[config.mk]
export PLATFORM = sky130hd
export DESIGN_NAME = score_keeper
export DESIGN_NICKNAME = d
export VERILOG_FILES = /design/src/rtl/score_keeper.sv
export SDC_FILE = /design/constraint.sdc
export NUM_CORES = 1
export LEC_CHECK = 0
export CORE_MARGIN = 2
export CORE_UTILIZATION = 45
export CTS_BUF_LIST = sky130_fd_sc_hd__clkbuf_16
export DETAILED_ROUTE_END_ITERATION = 10
export GPL_ROUTABILITY_DRIVEN = 1
export GPL_TIMING_DRIVEN = 0
export PLACE_DENSITY = 0.77
export SLEW_MARGIN = 20
export SYNTH_ARGS = -nofsm -noshare
export SYNTH_HDL_FRONTEND = slang
export SYNTH_SLANG_ARGS = --single-unit
[constraint.sdc]
create_clock -name frame_clk -period 10.3 [get_ports frame_clk]
set_clock_uncertainty 0.2 [all_clocks]
set_input_delay 1.545 -clock frame_clk [delete_from_list [all_inputs] [get_ports frame_clk]]
set_output_delay 1.545 -clock frame_clk [all_outputs]
set_load 0.03 [all_outputs]
[src/rtl/score_keeper.sv]
// score_keeper -- rhythm-game scoring engine clocked once per video frame.
//
// Game flow: IDLE waits for the start key (8'h2C); PLAY runs for GAME_LEN
// frames while crediting dropper hits and arrow-key misses; DONE freezes all
// results until the acknowledge key (8'h01) returns to IDLE.
//
// Ports:
//   frame_clk       in   1       frame-rate clock, rising edge
//   Reset           in   1       synchronous, active-high reset
//   keycode         in   8       primary keyboard code
//   keycode_second  in   8       secondary keyboard code
//   score_in        in   N_DROP  per-dropper hit levels (high from hit until re-arm)
//   total_score     out  14      accumulated points, saturates at 9999
//   combo           out  8       current hit streak, saturates at 255
//   max_combo       out  8       longest streak this game
//   hit_count       out  10      hits this game, saturates at 1023
//   miss_count      out  10      misses this game, saturates at 1023
//   game_state      out  2       00 IDLE, 01 PLAY, 10 DONE
//   game_over       out  1       high while in DONE
module score_keeper #(
  parameter int N_DROP   = 32,
  parameter int GAME_LEN = 2400,
  parameter int PTS_HIT  = 10
) (
  input  logic              frame_clk,
  input  logic              Reset,
  input  logic [7:0]        keycode,
  input  logic [7:0]        keycode_second,
  input  logic [N_DROP-1:0] score_in,
  output logic [13:0]       total_score,
  output logic [7:0]        combo,
  output logic [7:0]        max_combo,
  output logic [9:0]        hit_count,
  output logic [9:0]        miss_count,
  output logic [1:0]        game_state,
  output logic              game_over
);

  localparam int KW = $clog2(N_DROP + 1);
  localparam int TW = (GAME_LEN > 1) ? $clog2(GAME_LEN) : 1;

  typedef enum logic [1:0] {
    S_IDLE = 2'b00,
    S_PLAY = 2'b01,
    S_DONE = 2'b10
  } state_e;

  // Number of set bits in a dropper vector (hits landing in one frame).
  function automatic logic [KW-1:0] popcount(input logic [N_DROP-1:0] v);
    logic [KW-1:0] c;
    c = '0;
    for (int i = 0; i < N_DROP; i++) begin
      c = c + KW'(v[i]);
    end
    return c;
  endfunction

  // True for the four cursor keys (right, left, down, up).
  function automatic logic is_arrow(input logic [7:0] code);
    logic r;
    case (code)
      8'h4F, 8'h50, 8'h51, 8'h52: r = 1'b1;
      default:                    r = 1'b0;
    endcase
    return r;
  endfunction

  state_e            state_q, state_d;
  logic [TW-1:0]     timer_q, timer_d;
  logic [13:0]       total_q, total_d;
  logic [7:0]        combo_q, combo_d;
  logic [7:0]        max_q, max_d;
  logic [9:0]        hit_q, hit_d;
  logic [9:0]        miss_q, miss_d;
  logic [N_DROP-1:0] prev_q, prev_d;
  logic              arrow_prev_q, arrow_prev_d;
  logic              press_d_q, press_d_d;

  logic [N_DROP-1:0] rise_s;
  logic [KW-1:0]     k_s;
  logic              arrow_now_s;
  logic              last_frame_s;
  logic [31:0]       pts_s;
  logic [31:0]       total_sum_s;
  logic [31:0]       combo_sum_s;
  logic [31:0]       hit_sum_s;
  logic [31:0]       miss_sum_s;
  logic [7:0]        combo_new_s;

  // Hit/press detection and saturating arithmetic shared by the FSM below.
  always_comb begin
    rise_s       = score_in & ~prev_q;
    k_s          = popcount(rise_s);
    arrow_now_s  = is_arrow(keycode) | is_arrow(keycode_second);
    last_frame_s = (timer_q == TW'(GAME_LEN - 1));

    // Streak bonus is decided by the combo held before this frame's hits.
    if (combo_q < 8'd10) begin
      pts_s = 32'(k_s) * 32'(PTS_HIT);
    end else begin
      pts_s = 32'(k_s) * 32'(PTS_HIT) * 32'd2;
    end

    total_sum_s = 32'(total_q) + pts_s;
    combo_sum_s = 32'(combo_q) + 32'(k_s);
    hit_sum_s   = 32'(hit_q) + 32'(k_s);
    miss_sum_s  = 32'(miss_q) + 32'd1;

    if (combo_sum_s > 32'd255) begin
      combo_new_s = 8'd255;
    end else begin
      combo_new_s = combo_sum_s[7:0];
    end
  end

  // Next-state and counter update logic.
  always_comb begin
    state_d      = state_q;
    timer_d      = timer_q;
    total_d      = total_q;
    combo_d      = combo_q;
    max_d        = max_q;
    hit_d        = hit_q;
    miss_d       = miss_q;
    // Edge-detect history tracks every frame so levels already high at
    // game start never look like fresh hits.
    prev_d       = score_in;
    arrow_prev_d = arrow_now_s;
    press_d_d    = arrow_now_s & ~arrow_prev_q;

    case (state_q)
      S_IDLE: begin
        if (keycode == 8'h2C) begin
          state_d = S_PLAY;
          timer_d = '0;
          total_d = 14'd0;
          combo_d = 8'd0;
          max_d   = 8'd0;
          hit_d   = 10'd0;
          miss_d  = 10'd0;
        end else begin
          state_d = S_IDLE;
        end
      end

      S_PLAY: begin
        if (k_s != '0) begin
          // A press coinciding with a hit is just the hit.
          if (total_sum_s > 32'd9999) begin
            total_d = 14'd9999;
          end else begin
            total_d = total_sum_s[13:0];
          end
          combo_d = combo_new_s;
          if (combo_new_s > max_q) begin
            max_d = combo_new_s;
          end else begin
            max_d = max_q;
          end
          if (hit_sum_s > 32'd1023) begin
            hit_d = 10'd1023;
          end else begin
            hit_d = hit_sum_s[9:0];
          end
        end else if (press_d_q && !last_frame_s) begin
          // Unmatched press breaks the streak; ignored on the final frame.
          combo_d = 8'd0;
          if (miss_sum_s > 32'd1023) begin
            miss_d = 10'd1023;
          end else begin
            miss_d = miss_sum_s[9:0];
          end
        end else begin
          combo_d = combo_q;
        end

        if (last_frame_s) begin
          state_d = S_DONE;
        end else begin
          timer_d = timer_q + TW'(1);
        end
      end

      S_DONE: begin
        if (keycode == 8'h01) begin
          state_d = S_IDLE;
        end else begin
          state_d = S_DONE;
        end
      end

      default: begin
        state_d = S_IDLE;
      end
    endcase
  end

  // State and counter registers; Reset wins over any same-cycle update.
  always_ff @(posedge frame_clk) begin
    if (Reset) begin
      state_q      <= S_IDLE;
      timer_q      <= '0;
      total_q      <= 14'd0;
      combo_q      <= 8'd0;
      max_q        <= 8'd0;
      hit_q        <= 10'd0;
      miss_q       <= 10'd0;
      prev_q       <= '0;
      arrow_prev_q <= 1'b0;
      press_d_q    <= 1'b0;
    end else begin
      state_q      <= state_d;
      timer_q      <= timer_d;
      total_q      <= total_d;
      combo_q      <= combo_d;
      max_q        <= max_d;
      hit_q        <= hit_d;
      miss_q       <= miss_d;
      prev_q       <= prev_d;
      arrow_prev_q <= arrow_prev_d;
      press_d_q    <= press_d_d;
    end
  end

  assign total_score = total_q;
  assign combo       = combo_q;
  assign max_combo   = max_q;
  assign hit_count   = hit_q;
  assign miss_count  = miss_q;
  assign game_state  = state_q;
  assign game_over   = (state_q == S_DONE);

endmodule

Yosys cells after proc, flatten, opt, wreduce, memory -nomap -nowiden
Index checks and enable logic that the tools add are counted.
Word-level totals
  flip-flop bits (word level): 98
  input port bits: 50
  word-level logic and storage cells: 121
Cells by class
  bitwise logic cells: 5
  reduce and logical (&&, ||, !) cells: 12
  magnitude comparators: 6
  multiplexer cells: 30
  equal/unequal tests: 21
  multiply operators: 1
  add/sub/neg operators: 36
Operators by type and width (count)
  $add 6x1->6: 26
  $eq 8x7->1 const B: 8
  $mux 10: 6
  $mux 8: 6
  $mux 14: 3
  $pmux 10 s2: 2
  $add 14x32->32: 1
  $and 32x32->32: 1
  $gt 32x14->1 const B: 1
  $not 32->32: 1
  $pmux 8 s2: 2
  $pmux 14 s2: 1
  $mux 12: 2
  $pmux 12 s2: 1
  $gt 11x10->1 const B: 2
  $ne 2x2->1 const B: 7
  $add 12x1->12 const B: 1
  $eq 12x12->1 const B: 1
  $add 10x1->11 const B: 1
  $add 10x6->11: 1
  $mux 11: 1
  $add 8x6->9: 1
  $gt 9x8->1 const B: 1
  $mul 6x3->9 const B: 1
  other kinds (26): 33

Longest topological paths before layout
  depth in word-level cells: 40
  mapped depth: 32
  depth with buffers taken out: 32

Worst setup path after synthesis
Ideal clock, no wire load.
  path kind: input port to flip-flop
  from: input port score_in[0]
  to: register total_q[1] (netlist: total_score[1])
  data required time: 9965 ps
  arrival: 9050 ps
  path buffers: 0
  stages on the path: 32
  path slack: 914 ps
  library setup time: 135 ps
  cells stage by stage: nor2b_1 fa_1 inv_1 fa_1 inv_1 fa_1 fa_1 fa_1 inv_1 fa_1 inv_1 ha_1 a211oi_4 nor2_2 o21ai_1 inv_1 ha_1 ha_1 a21oi_1 nand2_1 o21ai_0 o22ai_1 a21o_1 ha_1 a21oi_1 nand2_1 o2111ai_1 a211oi_2 xor2_1 and4bb_2 nor2_2 a311oi_1
Between the ends
  cells in the longest elaborated chain, start to end: 39
  elaborated cells on any way between the ends: 42
  those cells by class: add/sub (32); mul (1); order compare (1); eq/ne (1); mux (4); bitwise (1); reduce/logical (2)
Ends and longest elaborated chain
  from (decl): RTL line 29  | input logic [N_DROP-1:0] score_in,
  $and 32x32->32 *: RTL line 92  | rise_s = score_in & ~prev_q;
  $add 1x1->2 *: RTL line 53  | c = c + KW'(v[i]);
  $add 2x1->3 *: RTL line 53
  $add 3x1->4 *: RTL line 53
  $add 4x1->5 *: RTL line 53
  $add 5x1->6 *: RTL line 53
  $add 6x1->6 * (26 in a row): RTL line 53
  $mul 6x3->9: RTL line 99, 101
  $mux 11: RTL line 98  | if (combo_q < 8'd10) begin
  $add 14x32->32: RTL line 104  | total_sum_s = 32'(total_q) + pts_s;
  $gt 32x14->1: RTL line 149  | if (total_sum_s > 32'd9999) begin
  $mux 14: RTL line 149
  $mux 14: RTL line 147  | if (k_s != '0) begin
  $pmux 14 s2: RTL line 131  | case (state_q)
  to (signal assigned): RTL line 214  | total_q <= total_d;
  to (decl): RTL line 70  | logic [13:0] total_q, total_d;
Mark *: on every way between the ends. The rest lies on a longest branch, timed or not. The select of a mux whose other input is x is not followed.
A chain may end at the register's enable or synchronous reset.

Worst setup path in the final report
Same ends and word-level chain as after synthesis.

==> impl_metrics.ini <==
[clock_tree]
cts_buffers = 9
cts_hold_buffers = 0
cts_tree = yes
cts_root_buf = clkbuf_16
htree_levels = 3
clock_sinks = 98
cts_buffer_depth = 2
clk-insertion-delay-late_ns = 0.35
clkSlewWorstSetupHoldPaths_ns = 0.06

[global_route]
grt.busiest_layer = met2
grt_pass1_vias = 5505
use_met2_pct = 33.1
grt_max_degree = 16
grt.total_usage_pct = 20.4
antenna_found_initial = 0
grt_pass1_wl_um = 26100
grt_overflow = 0
grtUsageMet1_pct = 26.3
gr-usage-met3_pct = 4.51

[floorplanning]
die_area_um2 = 15500
initial_core_util_pct = 45.5
pin_count = 103
coreArea_um2 = 14400
die_h_um = 124
die_x_um = 124
num_rows = 44

[synth]
ys_top_cells_by_area = dfxtp_1, ha_1, fa_1
avgSynthCellArea_um2 = 8.56
syn_nets = 889
synth_area_um2 = 6530
synth_seq_cells = 98
synth_commonest_cells = dfxtp_1, nor2_1, nand2_1
synthCells = 763
synth_largest_area_cell = dfxtp_1
ys.flop_type = dfxtp_1
yosysWarnings = 0
synth_most_common_cell = dfxtp_1
synth_edf_count = 0
synth_cell_type_count = 70
asyncSetResetFlopFracSynth_pct = 0
yosysTopAreaCellShare_pct = 30.0
synth_seq_area_share_pct = 30.0

[setup_path]
worstPathRequired_ns = 10.30
cpMaxStageDelayCell = fa_1
critPathArrivalTime_ns = 9.94
critPathCaptureType = flop
critPathKind = in2reg
reg2reg_to = total_score[1]
reg2reg_depth = 31
cp-start-kind = primary input
cpMostUsedCell = fa_1
slowest_delay_ns = 0.60
reg2reg_slack_ns = 1.80
cp_max_fo = 8
reg2reg_from = prev_q[5]

[route]
detail-route-antenna-nets = 0
drc = 0
vias = 5836
wl_um = 15900
drt_iter0_markers = 245
wire_per_inst_um = 14.9
first_pass_iters = 5
vias_per_cell = 5.46

[final_layout]
finalInstanceArea_um2 = 8200
nNetsFinal = 1005
layout-drive-gt1-share_pct = 6.33
syn_to_final_growth_pct = 25.5
diodes = 0
nFillCells = 1285

[worst_hold_path]
holdPathEnd = press_d_q
hold_depth = 1
hold_path_class = reg2reg
hold_start = arrow_prev_q

[placed_design]
globalplace.congestion = 0.921
io_buffer_count = 102
postPlaceCellArea_um2 = 7780
hpwlAfterDp_um = 11900

[timing]
post-route-min-period_ns = 9.94
fmax_mhz = 101
slew_headroom_pct = 43.7
drv_slew = 0
layout_worst_path_cycle_share_pct = 96.5
setup_viol = 0
worstMarginPinSlew_ns = 0.845
finalHoldViolCount = 0

[run_status]
status = complete, no violations

[flow_run]
drv_cap = 0
what timing repair did:
| item | in CTS | in global routing |
|---|---|---|
| setup endpoints to repair | 0 | 14 |
| endpoints found under the hold margin | 0 | 0 |
| setup buffers | 0 | 3 |
| resized for setup | 0 | 16 |
cell usage in the layout (no fill, tap or decap), drive strengths merged, types with 6 or more instances in the layout:
cell           count
clkdlybuf4s50    102
nand3             19
nor2              65
a22oi              9
clkbuf            21
a211oi            14
nor2b             50
and3               6
nand2             58
buf               11
fa                28
nor4               6
dfxtp             98
o21ai             33
ha                48
a31oi              8
nand3b             8
xnor2             16
nand2b            33
inv               59
nand4             13
nor3              19
xor2              19
a21oi             58
a21o              11
layer usage:
layer | part of all wire [%] | vias up
met5 | 0 | -
met4 | 2.3 | 0
met3 | 5.8 | 25
met2 | 48 | 159
met1 | 44 | 2760
li1 | - | 2892
through the flow:
stage	setup TNS, ns	worst slack, ns	hold WS [ns]	std cells	util (%)
3_5_place_dp	-2.25	-0.276	0.183	1049	54.2
4_1_cts	0	0.0158	0.193	1065	56.3
6_report	0	0.357	0.190	1068	57.1
5_1_grt	-0.135	-0.0495	0.228	1068	57.1
2_1_floorplan	0	0.914	0.176	763	-
3_3_place_gp	-1.73	-0.231	0.180	1049	54.2
registers in the layout, summed over array words and instances (netlist names):
signal,count
press_d_q,1
arrow_prev_q,1
prev_q,32
total_score,14
game_state,2
combo,8
hit_count,10
max_combo,8
timer_q,12
miss_count,10
worst max-delay path: cells and delay by family:
kind	cells	cell delay, ns
xor+xnor	1	0.25
buf+inv	5	0.68
fa+ha+maj	11	4.62
compound gates	10	1.84
simple gates	6	0.97
cell families (layout without fill, tap and decap cells):
logic type	count (synthesis)	in the layout	share of synthesized area (%)
and+or+nand+nor	294	294	23.9
AOI/OAI and AO/OA	174	174	17.8
DFF	98	98	30.0
adders and majority gates	78	78	18.1
buffers and inverters	78	199	4.58
xor gates and xnor gates	35	35	4.69
muxes	6	6	0.957
how the worst max path moves through the flow:
stage / startpoint / cells after the start / to / slack [ns]
5_1_grt: score_in[0] / 33 / total_score[1] / -0.05
4_1_cts: score_in[0] / 33 / total_score[1] / 0.02
2_1_floorplan: score_in[0] / 32 / total_score[1] / 0.91
3_3_place_gp: score_in[0] / 33 / total_score[1] / -0.23
6_report: score_in[0] / 33 / total_score[1] / 0.36
3_5_place_dp: score_in[0] / 33 / total_score[2] / -0.28
final cells by class:
type	instances	area, um2	share of cell area (%)
plain buffers	20	81.3	0.991
clock buffers	9	225	2.75
clock inverters	7	83.8	1.02
inverters	58	221	2.70
multi-input cells	587	4360	53.1
flip-flops and latches	98	1960	23.9
well taps	184	230	2.81
repair buffers	105	1040	12.7
Power is not shown: default switching activity piles up to over one toggle a cycle in this logic, so the estimate is an artifact.
